`config.mk`:
```
export PLATFORM = sky130hd
export DESIGN_NAME = board_click_mapper
export DESIGN_NICKNAME = d
export VERILOG_FILES = /design/src/rtl/board_click_mapper.sv
export SDC_FILE = /design/constraint.sdc
export NUM_CORES = 1
export LEC_CHECK = 0
export ABC_AREA = 1
export ABC_CLOCK_PERIOD_IN_PS = 2100
export BUFFER_PORTS_ARGS = -buffer_cell sky130_fd_sc_hd__buf_2
export CELL_PAD_IN_SITES_DETAIL_PLACEMENT = 0
export CELL_PAD_IN_SITES_GLOBAL_PLACEMENT = 1
export CORE_MARGIN = 5
export CORE_UTILIZATION = 36
export DETAILED_ROUTE_END_ITERATION = 10
export PLACE_DENSITY_LB_ADDON = 0.1
export REMOVE_ABC_BUFFERS = 1
export SETUP_SLACK_MARGIN = 0.15
export SLEW_MARGIN = 40
export SYNTH_ARGS = -nofsm -noshare
export SYNTH_HDL_FRONTEND = slang
export SYNTH_SLANG_ARGS = --single-unit
export TNS_END_PERCENT = 1
```
`constraint.sdc`:
```
create_clock -name clk -period 2.1 [get_ports clk]
set_input_delay 0.105 -clock clk [delete_from_list [all_inputs] [get_ports clk]]
set_output_delay 0.105 -clock clk [all_outputs]
set_load 0.02 [all_outputs]
```
`src/rtl/board_click_mapper.sv`:
```
// Maps a cursor pixel position onto the gobang grid by repeated subtraction,
// tracks the hovered cell and raises a place request on each new in-board click.
module board_click_mapper #(
   parameter int         BOARD_X0   = 80,
   parameter int         BOARD_Y0   = 0,
   parameter int         CELL_W     = 32,
   parameter int         CELL_H     = 32,
   parameter int         GRID_N     = 15,
   parameter logic [7:0] CLICK_MASK = 8'h01
) (
   input  logic        clk,
   input  logic        rst_p,
   input  logic        valid_i,
   input  logic [11:0] x_i,
   input  logic [11:0] y_i,
   input  logic [7:0]  btn_i,
   input  logic        place_ready_i,
   output logic [3:0]  cell_x_o,
   output logic [3:0]  cell_y_o,
   output logic        in_board_o,
   output logic        place_valid_o,
   output logic        busy_o,
   output logic [7:0]  drop_cnt_o
);

   localparam logic [11:0] X0 = 12'(BOARD_X0);
   localparam logic [11:0] Y0 = 12'(BOARD_Y0);
   localparam logic [11:0] CW = 12'(CELL_W);
   localparam logic [11:0] CH = 12'(CELL_H);
   localparam logic [3:0]  GN = 4'(GRID_N);

   typedef enum logic [2:0] {IDLE, OFFS, DIV, RES, PLACE} state_t;

   state_t      state, state_nxt;
   logic [11:0] x_r, y_r, rx, ry;
   logic [7:0]  btn_r;
   logic [3:0]  qx, qy;
   logic        neg, click_prev;
   logic        neg_c, step_x, step_y, in_board_c, click_c, edge_c;

   function automatic logic [7:0] sat_inc8(input logic [7:0] v);
      return (v == 8'hFF) ? v : v + 8'd1;
   endfunction

   assign busy_o = (state != IDLE);

   always_ff @(posedge clk) begin
      if (rst_p) state <= IDLE;
      else       state <= state_nxt;
   end

   always_comb begin
      neg_c      = (x_r < X0) || (y_r < Y0);
      step_x     = (rx >= CW) && (qx < GN);
      step_y     = (ry >= CH) && (qy < GN);
      in_board_c = !neg && (qx < GN) && (qy < GN);
      click_c    = |(btn_r & CLICK_MASK);
      edge_c     = click_c & ~click_prev;
      state_nxt  = state;
      case (state)
         IDLE:  if (valid_i) state_nxt = OFFS;
         OFFS:  state_nxt = neg_c ? RES : DIV;
         DIV:   if (!step_x && !step_y) state_nxt = RES;
         RES:   state_nxt = (edge_c && in_board_c) ? PLACE : IDLE;
         PLACE: if (place_ready_i) state_nxt = IDLE;
         default: state_nxt = IDLE;
      endcase
   end

   // Working registers: sample latch, offset removal and the subtraction divider
   always_ff @(posedge clk) begin
      case (state)
         IDLE: if (valid_i) begin
            x_r   <= x_i;
            y_r   <= y_i;
            btn_r <= btn_i;
         end
         OFFS: begin
            neg <= neg_c;
            rx  <= x_r - X0;
            ry  <= y_r - Y0;
            qx  <= '0;
            qy  <= '0;
         end
         DIV: begin
            if (step_x) begin
               rx <= rx - CW;
               qx <= qx + 4'd1;
            end
            if (step_y) begin
               ry <= ry - CH;
               qy <= qy + 4'd1;
            end
         end
         default: ;
      endcase
   end

   // Visible outputs and click history
   always_ff @(posedge clk) begin
      if (rst_p) begin
         cell_x_o      <= '0;
         cell_y_o      <= '0;
         in_board_o    <= 1'b0;
         place_valid_o <= 1'b0;
         click_prev    <= 1'b0;
         drop_cnt_o    <= '0;
      end else begin
         if (valid_i && state != IDLE) drop_cnt_o <= sat_inc8(drop_cnt_o);
         if (state == RES) begin
            in_board_o    <= in_board_c;
            click_prev    <= click_c;
            place_valid_o <= edge_c && in_board_c;
            if (in_board_c) begin
               cell_x_o <= qx;
               cell_y_o <= qy;
            end
         end else if (state == PLACE && place_ready_i) begin
            place_valid_o <= 1'b0;
         end
      end
   end

endmodule

```
==> run_results.csv, run 1 <==
group,metric,value,unit
clocking,clk_latency,0.33,ns
timing,hold_viol_final,0,
final_layout,post-route-util,0.463,
timing,maxSlewViolCount,0,
clocking,clkTransAtPathRegs,0.07,ns
clocking,cts_sinks,61,
timing,holdWs,0.0962,ns
routing,routedWlPerCell,11.2,um
synth,syn_avg_cell_area,8.72,um^2
timing,finalSetupTns,0,ns
final_layout,final_cells,500,
timing,setup_slack,0.442,ns
hold_path,hold_path.class,"in -> reg",
clocking,root_buffer,"clkbuf_8",
routing,routed_wl,5590,um
final_layout,regArea,1610,um^2
die,dieArea,9860,um^2
clocking,cts_tree,"built",
timing,worst_slew_pin_slew,0.414,ns
routing,num_vias,2265,
worst_setup_path,cp_data_required_time,2.33,ns
worst_setup_path,path_class,"reg -> reg",
global_route,grt_max_degree,19,
power,ir_drop,0.548,mV
power,p_leak,1.62,nW
place,gp_congestion,0.695,
die,die_x,99.3,um
final_layout,area_growth,24.6,%
routing,drt_iter0_markers,79,
die,io_pins,55,
worst_setup_path,crit_fanout,9,
die,coreArea,7730,um^2
place,dp_hpwl,4020,um
power,p_total,4.37,mW
final_layout,final_cell_area,3580,um^2
place,place_ws,0.242,ns
place,place_area,3200,um^2
place,place_inst,468,
final_layout,fillers,788,
global_route,grt_use_total,0.122,
synth,synth_cell_types,25,
global_route,grt_pass1_wl,9650,um
die,chipHeight,99.3,um
routing,via_per_inst,4.53,
synth,synth_seq_area_share,0.561,
die,fp-row-count,32,
final_layout,multi_input_area,1040,um^2
timing,max_freq,0.603,GHz
worst_setup_path,crit_path_end_kind,"flop",
worst_setup_path,arrival,1.88,ns
global_route,gr-total-overflow,0,
final_layout,drive_above_1_share,0.171,
timing,max_slew_margin,0.723,
place,numPortBuffers,38,
global_route,antenna_found_initial,0,
routing,drc,0,
timing,setup_viol,0,
timing,clock-skew-final,0.00667,ns
synth,ys_ff_latch,61,
worst_setup_path,start_kind,"flop",
final_layout,num-nets-final,435,
clocking,cts.path.max_buffers,2,
global_route,grt_pass1_vias,2184,
timing,fin_crit,1.66,ns
timing,period_share,0.789,
synth,synth_warnings,0,
die,initial_core_util,0.371,
clocking,post_cts_buffers,0,
clocking,numCtsBuffers,9,
job,cap_viol_max_count,0,
synth,synthCells,329,
clocking,htreeDepth,3,
routing,first_pass_iters,4,
final_layout,n_antenna_cell,0,
power,p_per_area,1220,nW/um^2
synth,synth_area,2870,um^2
timing,rsz0062_at_grt,"no",
routing,ant_nets,0,
outcome,outcome,"complete, no violations",
-- sequential cells by signal, summed over array words and instances (netlist names), 3 cells and up --
name / count
cell_x_o: 4
cell_y_o: 4
x_r: 8
qy: 4
state: 3
ry: 7
drop_cnt_o: 8
rx: 7
y_r: 7
qx: 4
-- where the power goes --
part / switching, mW / leakage (nW) / internal (mW)
Sequential: 0.184 / 0.550 / 1.75
Clock: 0.440 / 0.111 / 0.693
Combinational: 0.856 / 0.955 / 0.444
Total: 1.48 / 1.62 / 2.89
-- cell families (layout without fill, tap and decap cells) --
| logic type | count (synthesis) | count (layout) | share of synthesized area |
|---|---|---|---|
| buf+inv | 56 | 125 | 0.0754 |
| xor+xnor | 12 | 12 | 0.0366 |
| fa+ha+maj | 6 | 6 | 0.0262 |
| flops | 61 | 61 | 0.561 |
| simple gates | 148 | 148 | 0.217 |
| compound gates | 46 | 46 | 0.0837 |
-- critical path: stages (launching register included) --
cell and delay [ns]:
edfxtp_1 0.44, ha_1 0.25, nand3_1 0.12, nand2_1 0.11, nor3_4 0.34, inv_4 0.11
nor2_1 0.12, nor2_1 0.05
-- metal layers --
layer  vias to the layer above  GRT usage  routed length (um)
met3                         9     0.0309                 248
met2                        36      0.202                2690
met4                         0     0.0599                 107
met1                      1033      0.147                2540
met5                         -          0                   0
li1                       1187          -                   -
-- layout make-up --
class,instances,area share
multi-input cells,212,0.292
flip-flops and latches,61,0.451
clock inverters,5,0.0206
well taps,102,0.0357
inverters,50,0.0532
repair buffers,59,0.108
clock buffers,11,0.0395
-- cell usage in the layout, fill, tap and decap left out --
master,synthesis,layout
nand2_2,1,2
dfxtp_1,22,22
inv_2,3,3
edfxtp_1,39,39
clkbuf_1,2,1
nand3_2,2,2
a21oi_2,2,2
nor3_4,1,1
nand4_1,1,1
nor3b_1,1,1
nor3_1,3,3
nand3b_1,1,1
xnor2_1,2,2
buf_2,3,38
nor2_1,58,58
nand2_1,60,59
inv_1,46,46
dlygate4sd3_1,0,16
bufinv_16,0,2
ha_1,6,6
a21o_1,1,1
xor2_1,10,10
inv_4,1,1
clkinv_1,0,1
nand3_1,20,20
clkinv_2,0,2
a21oi_1,12,12
clkbuf_8,0,10
o21ai_0,31,31
buf_4,0,5
-- repair_timing --
item | CTS | global route
setup endpoints to repair | 0 | 11
gates resized for setup | 0 | 1
hold buffers | 16 | 0
hold endpoints to repair | 16 | 0
-- cells in the mapped netlist --
| library cell | instances | share of area |
|---|---|---|
| xnor2_1 | 2 | 0.0061 |
| nor3_4 | 1 | 0.0057 |
| inv_4 | 1 | 0.0022 |
| a21oi_1 | 12 | 0.021 |
| xor2_1 | 10 | 0.031 |
| dfxtp_1 | 22 | 0.15 |
| nand3b_1 | 1 | 0.0026 |
| ha_1 | 6 | 0.026 |
| buf_2 | 3 | 0.0052 |
| a21o_1 | 1 | 0.0026 |
| clkbuf_1 | 2 | 0.0026 |
| inv_2 | 3 | 0.0039 |
| a21oi_2 | 2 | 0.0061 |
| o21ai_0 | 31 | 0.054 |
| nor3_1 | 3 | 0.0052 |
| nor3b_1 | 1 | 0.0026 |
| buf_1 | 1 | 0.0013 |
| nor2_1 | 58 | 0.076 |
| inv_1 | 46 | 0.060 |
| nand2_1 | 60 | 0.078 |
| nand2_2 | 1 | 0.0022 |
| nand3_1 | 20 | 0.035 |
| nand3_2 | 2 | 0.0070 |
| edfxtp_1 | 39 | 0.41 |
| nand4_1 | 1 | 0.0022 |
-- final timing paths --
| kind | startpoint | to | slack (ns) | depth (start not counted) |
|---|---|---|---|---|
| min | place_ready_i | place_valid_o$_SDFFE_PP0P_ | 0.1 | 4 |
| max | qx[0]$_SDFFCE_PN0P_ | cell_x_o[1]$_SDFFE_PP0P_ | 0.44 | 7 |
| max reg2reg | qx[0]$_SDFFCE_PN0P_ | cell_x_o[1]$_SDFFE_PP0P_ | 0.44 | 7 |
| min reg2reg | click_prev$_SDFFE_PP0P_ | click_prev$_SDFFE_PP0P_ | 0.47 | 2 |
Note: power is estimated with default switching activity, not from simulation.
==> inputs of run 2 (changes only) <==
ABC_CLOCK_PERIOD_IN_PS = 1600   (was 2100)
CORE_UTILIZATION = 40   (was 36)
clock period = 1.6 ns   (was 2.1 ns; I/O delays follow)
==> run_results.csv, run 2 (synthesized netlist as in run 1, its figures left out) <==
group,metric,value,unit
routing,num_vias,2296,
final_layout,reg_top3,"drop_cnt_o: 8 flops, x_r: 8 flops",
die,coreArea,6910,um^2
routing,routedWlPerCell,10.9,um
die,initial_core_util,0.416,
place,gp_congestion,0.769,
power,ir_drop,0.616,mV
clocking,htreeDepth,3,
power,p_leak,1.66,nW
timing,fin_crit,1.46,ns
routing,drc,0,
worst_setup_path,start_kind,"flop",
global_route,grt_max_degree,20,
worst_setup_path,path_cells,"ha_2, nand3_2, nand2_2, nor3_4, buf_6, o21ai_0, nor2_1",
die,fp-row-count,30,
power,netSwitchingPower,2.00,mW
hold_path,hold_path.class,"in -> reg",
global_route,antenna_found_initial,0,
outcome,outcome,"complete, no violations",
clocking,clkTransAtPathRegs,0.06,ns
timing,max_slew_margin,0.791,
clocking,cts_tree,"built",
die,die_x,94.7,um
die,chipHeight,94.7,um
timing,setup_viol,0,
global_route,grt_pass1_wl,9330,um
place,numPortBuffers,38,
worst_setup_path,max_stage_delay,0.40,ns
final_layout,n_antenna_cell,0,
clocking,clk_latency,0.32,ns
worst_setup_path,path_class,"reg -> reg",
final_layout,drive_above_1_share,0.229,
timing,rsz0062_at_grt,"yes",
final_layout,final_cell_mix,"57 x nand2_1, 52 x nor2_1, 45 x inv_1",
place,place_ws,0.0300,ns
worst_setup_path,path_buf_inv,1,
timing,max_freq,0.683,GHz
worst_setup_path,arrival,1.72,ns
clocking,cts.path.max_buffers,2,
global_route,gr-total-overflow,0,
power,intPower,3.73,mW
timing,clock-skew-final,0.0117,ns
routing,drt_iter0_markers,71,
worst_setup_path,cpLargestDelayFamily,"simple AND/OR/NAND/NOR gates",
timing,hold_viol_final,0,
worst_setup_path,crit_path_end_kind,"flop",
job,cap_viol_max_count,0,
routing,via_per_inst,4.53,
timing,period_share,0.915,
clocking,numCtsBuffers,9,
die,dieArea,8970,um^2
timing,worst_slew_pin_slew,0.313,ns
die,io_pins,55,
power,p_seq_frac,0.443,
routing,ant_nets,0,
place,dp_hpwl,3970,um
final_layout,area_growth,28.7,%
worst_setup_path,cp_slowest_cell,"edfxtp_1",
global_route,grt_use_total,0.132,
worst_setup_path,cp_data_required_time,1.86,ns
routing,first_pass_iters,4,
place,place_area,3300,um^2
global_route,grt_pass1_vias,2156,
power,clkPwrFrac,0.200,
final_layout,final_cells,507,
final_layout,num-nets-final,448,
power,p_per_area,1550,nW/um^2
final_layout,post-route-util,0.535,
worst_setup_path,crit_fanout,8,
final_layout,layout_commonest_cell,"nand2_1",
clocking,root_buffer,"clkbuf_8",
power,switching_share,0.349,
final_layout,final_cell_area,3690,um^2
routing,routed_wl,5510,um
timing,maxSlewViolCount,0,
clocking,cts_sinks,61,
power,p_total,5.73,mW
power,p_comb_frac,0.358,
timing,setup_slack,0.136,ns
place,place_inst,473,
[run 2: cell count changes in the layout (fill, tap and decap cells not counted), moves of 3 or more]
cell	change
buf_4	+10
ha_1	-3
nor2_1	-6
o21ai_0	-5
o21ai_1	+3
nor2_2	+5
ha_2	+3
[run 2: routing by layer]
metal | share of wire | routed length [um] | track usage | vias up
li1 | - | - | - | 1215
met1 | 0.46 | 2530 | 0.161 | 1043
met2 | 0.49 | 2710 | 0.225 | 33
met3 | 0.036 | 199 | 0.0263 | 5
met4 | 0.011 | 62 | 0.0613 | 0
met5 | 0 | 0 | 0 | -
[run 2: path summary, 6_finish.rpt]
check                     startpoint                    endpoint  slack [ns]  cells past startpoint
max reg2reg      qx[1]$_SDFFCE_PN0P_    cell_x_o[2]$_SDFFE_PP0P_        0.14                      7
max              qx[1]$_SDFFCE_PN0P_    cell_x_o[2]$_SDFFE_PP0P_        0.14                      7
min                    place_ready_i  place_valid_o$_SDFFE_PP0P_        0.09                      4
min reg2reg  click_prev$_SDFFE_PP0P_     click_prev$_SDFFE_PP0P_        0.47                      2
[run 2: what timing repair did]
action                                  4_1_cts  5_1_grt
endpoints found under the setup margin       36       44
buffers inserted                              0        2
resized for setup                             7       17
endpoints found under the hold margin        16        0
pin swaps                                     0        6
hold buffers                                 16        0
[run 2: layout make-up]
type | count | area (um^2)
clock buffers | 13 | 149
clock inverters | 3 | 13.8
fillers | 709 | 3210
inverters | 50 | 190
multi-input cells | 212 | 1090
flip-flops and latches | 61 | 1610
well taps | 96 | 120
repair buffers | 72 | 514
[run 2: per-stage QoR]
step                TNS (ns)  hold slack [ns]
floorplan             -11.44            0.142
global placement           0            0.256
detailed placement         0            0.258
CTS                        0           0.0756
global route               0           0.0976
finish                     0           0.0872
[run 2: worst register-to-register path: cells and delay by family, from the launching register on]
family	cells	cell delay, ns
buffers and inverters	1	0.16
adders and majority gates	1	0.23
and+or+nand+nor	4	0.53
DFF	1	0.40
AOI/OAI and AO/OA	1	0.09
[run 2: power by group through the flow]
stage	clock (mW)	sequential (mW)	combinational, mW
floorplan	0	2.57	1.15
global placement	0	2.53	1.93
detailed placement	0	2.55	1.96
CTS	1.20	2.52	2.04
global route	1.27	2.59	2.34
finish	1.14	2.54	2.05
==> inputs of run 3 (changes only) <==
CORE_ASPECT_RATIO = 0.6   (was unset)
==> run_results.csv, run 3 (synthesized netlist as in run 1, its figures left out) <==
group,metric,value,unit
outcome,outcome,"complete, no violations",
place,numPortBuffers,38,
worst_setup_path,cp_data_required_time,1.63,ns
routing,routedWlPerCell,11.9,um
clocking,cts.path.max_buffers,2,
worst_setup_path,crit_fanout,7,
timing,worst_slew_pin_slew,0.372,ns
worst_setup_path,path_class,"reg -> reg",
routing,drt_iter0_markers,136,
place,dp_hpwl,4210,um
routing,via_per_inst,4.52,
die,chipHeight,75.6,um
global_route,grt_pass1_wl,10300,um
die,io_pins,55,
final_layout,n_antenna_cell,0,
timing,fin_crit,1.44,ns
routing,routed_wl,5930,um
global_route,grt_pass1_vias,2166,
timing,maxSlewViolCount,0,
die,initial_core_util,0.421,
worst_setup_path,r2r-start,"qx[0]$_SDFFCE_PN0P_",
worst_setup_path,arrival,1.47,ns
hold_path,hp-start,"place_ready_i",
final_layout,final_cell_mix,"57 x nand2_1, 52 x nor2_1, 45 x inv_1",
timing,clock-skew-final,0.00545,ns
worst_setup_path,r2r_setup_slack,0.16,ns
power,p_total,6.59,mW
clocking,root_buffer,"clkbuf_16",
routing,drc,0,
clocking,cts_tree,"built",
hold_path,hold_path_end,"state[2]$_SDFFE_PP0P_",
final_layout,layout_commonest_cell,"nand2_1",
place,place_area,3300,um^2
worst_setup_path,reg2reg_to,"rx[10]$_DFFE_PP_",
global_route,antenna_found_initial,0,
place,gp_congestion,0.740,
worst_setup_path,start_kind,"flop",
clocking,numCtsBuffers,9,
clocking,cts_sinks,61,
hold_path,hold_path.class,"in -> reg",
timing,period_share,0.899,
timing,rsz0062_at_grt,"yes",
timing,hold_viol_final,0,
power,p_per_area,1720,nW/um^2
global_route,gr-total-overflow,0,
clocking,htreeDepth,3,
die,fp-row-count,23,
global_route,grt_max_degree,20,
hold_path,hold_path_depth,4,
clocking,clk_latency,0.32,ns
routing,num_vias,2256,
clocking,clkTransAtPathRegs,0.05,ns
final_layout,area_growth,33.5,%
worst_setup_path,ff2ff_path_depth,5,
place,place_inst,465,
worst_setup_path,crit_path_end_kind,"flop",
power,ir_drop,0.830,mV
die,die_x,119,um
final_layout,regArea,1610,um^2
final_layout,final_cells,499,
timing,max_slew_margin,0.752,
timing,max_freq,0.695,GHz
routing,ant_nets,0,
die,dieArea,9030,um^2
die,coreArea,6820,um^2
power,p_leak,1.73,nW
final_layout,num-nets-final,449,
routing,first_pass_iters,4,
global_route,grt_use_total,0.149,
final_layout,multi_input_area,1090,um^2
final_layout,fillers,619,
final_layout,post-route-util,0.562,
final_layout,final_cell_area,3830,um^2
final_layout,drive_above_1_share,0.233,
timing,setup_viol,0,
job,cap_viol_max_count,0,
final_layout,reg_top3,"drop_cnt_o: 8 flops, x_r: 8 flops",
## run 3: changes by cell type in the layout (fill, tap and decap cells not counted)
cell and delta:
buf_4 +1, o21ai_1 +2, clkbuf_1 -1, clkbuf_16 +9
bufinv_16 +2, clkbuf_8 -10, clkinv_1 -1, clkinv_2 +1
o21ai_0 -1, o21ai_2 -1
## run 3: cell type report
| type | instances | area share |
|---|---|---|
| sequential | 61 | 0.421 |
| multi-input combinational | 212 | 0.285 |
| timing repair buffer | 73 | 0.136 |
| clock buffer | 11 | 0.0607 |
| inverter | 50 | 0.0496 |
| tap | 87 | 0.0284 |
| clock inverter | 5 | 0.0196 |
## run 3: worst max-delay path by stage
stage | startpoint | to | slack [ns] | depth (start not counted)
after floorplan | state[0]$_SDFFE_PP0P_ | qx[0]$_SDFFCE_PN0P_ | -0.71 | 5
after global placement | qx[0]$_SDFFCE_PN0P_ | rx[6]$_DFFE_PP_ | 0.05 | 5
after detailed placement | qy[0]$_SDFFCE_PN0P_ | ry[7]$_DFFE_PP_ | 0.03 | 7
after CTS | qy[0]$_SDFFCE_PN0P_ | qy[3]$_SDFFCE_PN0P_ | 0.12 | 7
after global routing | qx[0]$_SDFFCE_PN0P_ | cell_x_o[3]$_SDFFE_PP0P_ | 0.07 | 7
final | qx[0]$_SDFFCE_PN0P_ | rx[10]$_DFFE_PP_ | 0.16 | 5
## run 3: worst max-delay path: stages, from the launching register on
cell	delay, ns
edfxtp_1	0.41
ha_2	0.22
nand3_2	0.09
nand2_1	0.07
o21ai_1	0.16
buf_4	0.19
## run 3: timing repair
| item | in CTS | in global routing |
|---|---|---|
| pin swaps | 4 | 7 |
| hold buffers | 16 | 0 |
| setup buffers | 1 | 1 |
| gates resized for setup | 12 | 12 |
| hold endpoints to repair | 16 | 0 |
| endpoints found under the setup margin | 35 | 55 |
## run 3: power by group
group	leakage (nW)	switching, mW	internal (mW)
Sequential	0.550	0.244	2.30
Clock	0.153	0.638	1.35
Combinational	1.02	1.23	0.828
Total	1.73	2.11	4.48
## run 3: layer usage
layer	wire (um)	vias up	global-route usage
met4	72	0	0.0596
met3	288	7	0.0527
met1	3320	990	0.216
li1	-	1218	-
met5	0	-	0
met2	2250	41	0.203
## run 3: metrics by stage
step / worst slack (ns) / setup TNS [ns] / hold slack (ns)
global placement: 0.0496 / 0 / 0.256
global route: 0.0651 / 0 / 0.111
floorplan: -0.707 / -11.44 / 0.142
detailed placement: 0.0257 / 0 / 0.258
finish: 0.161 / 0 / 0.0866
CTS: 0.122 / 0 / 0.0638
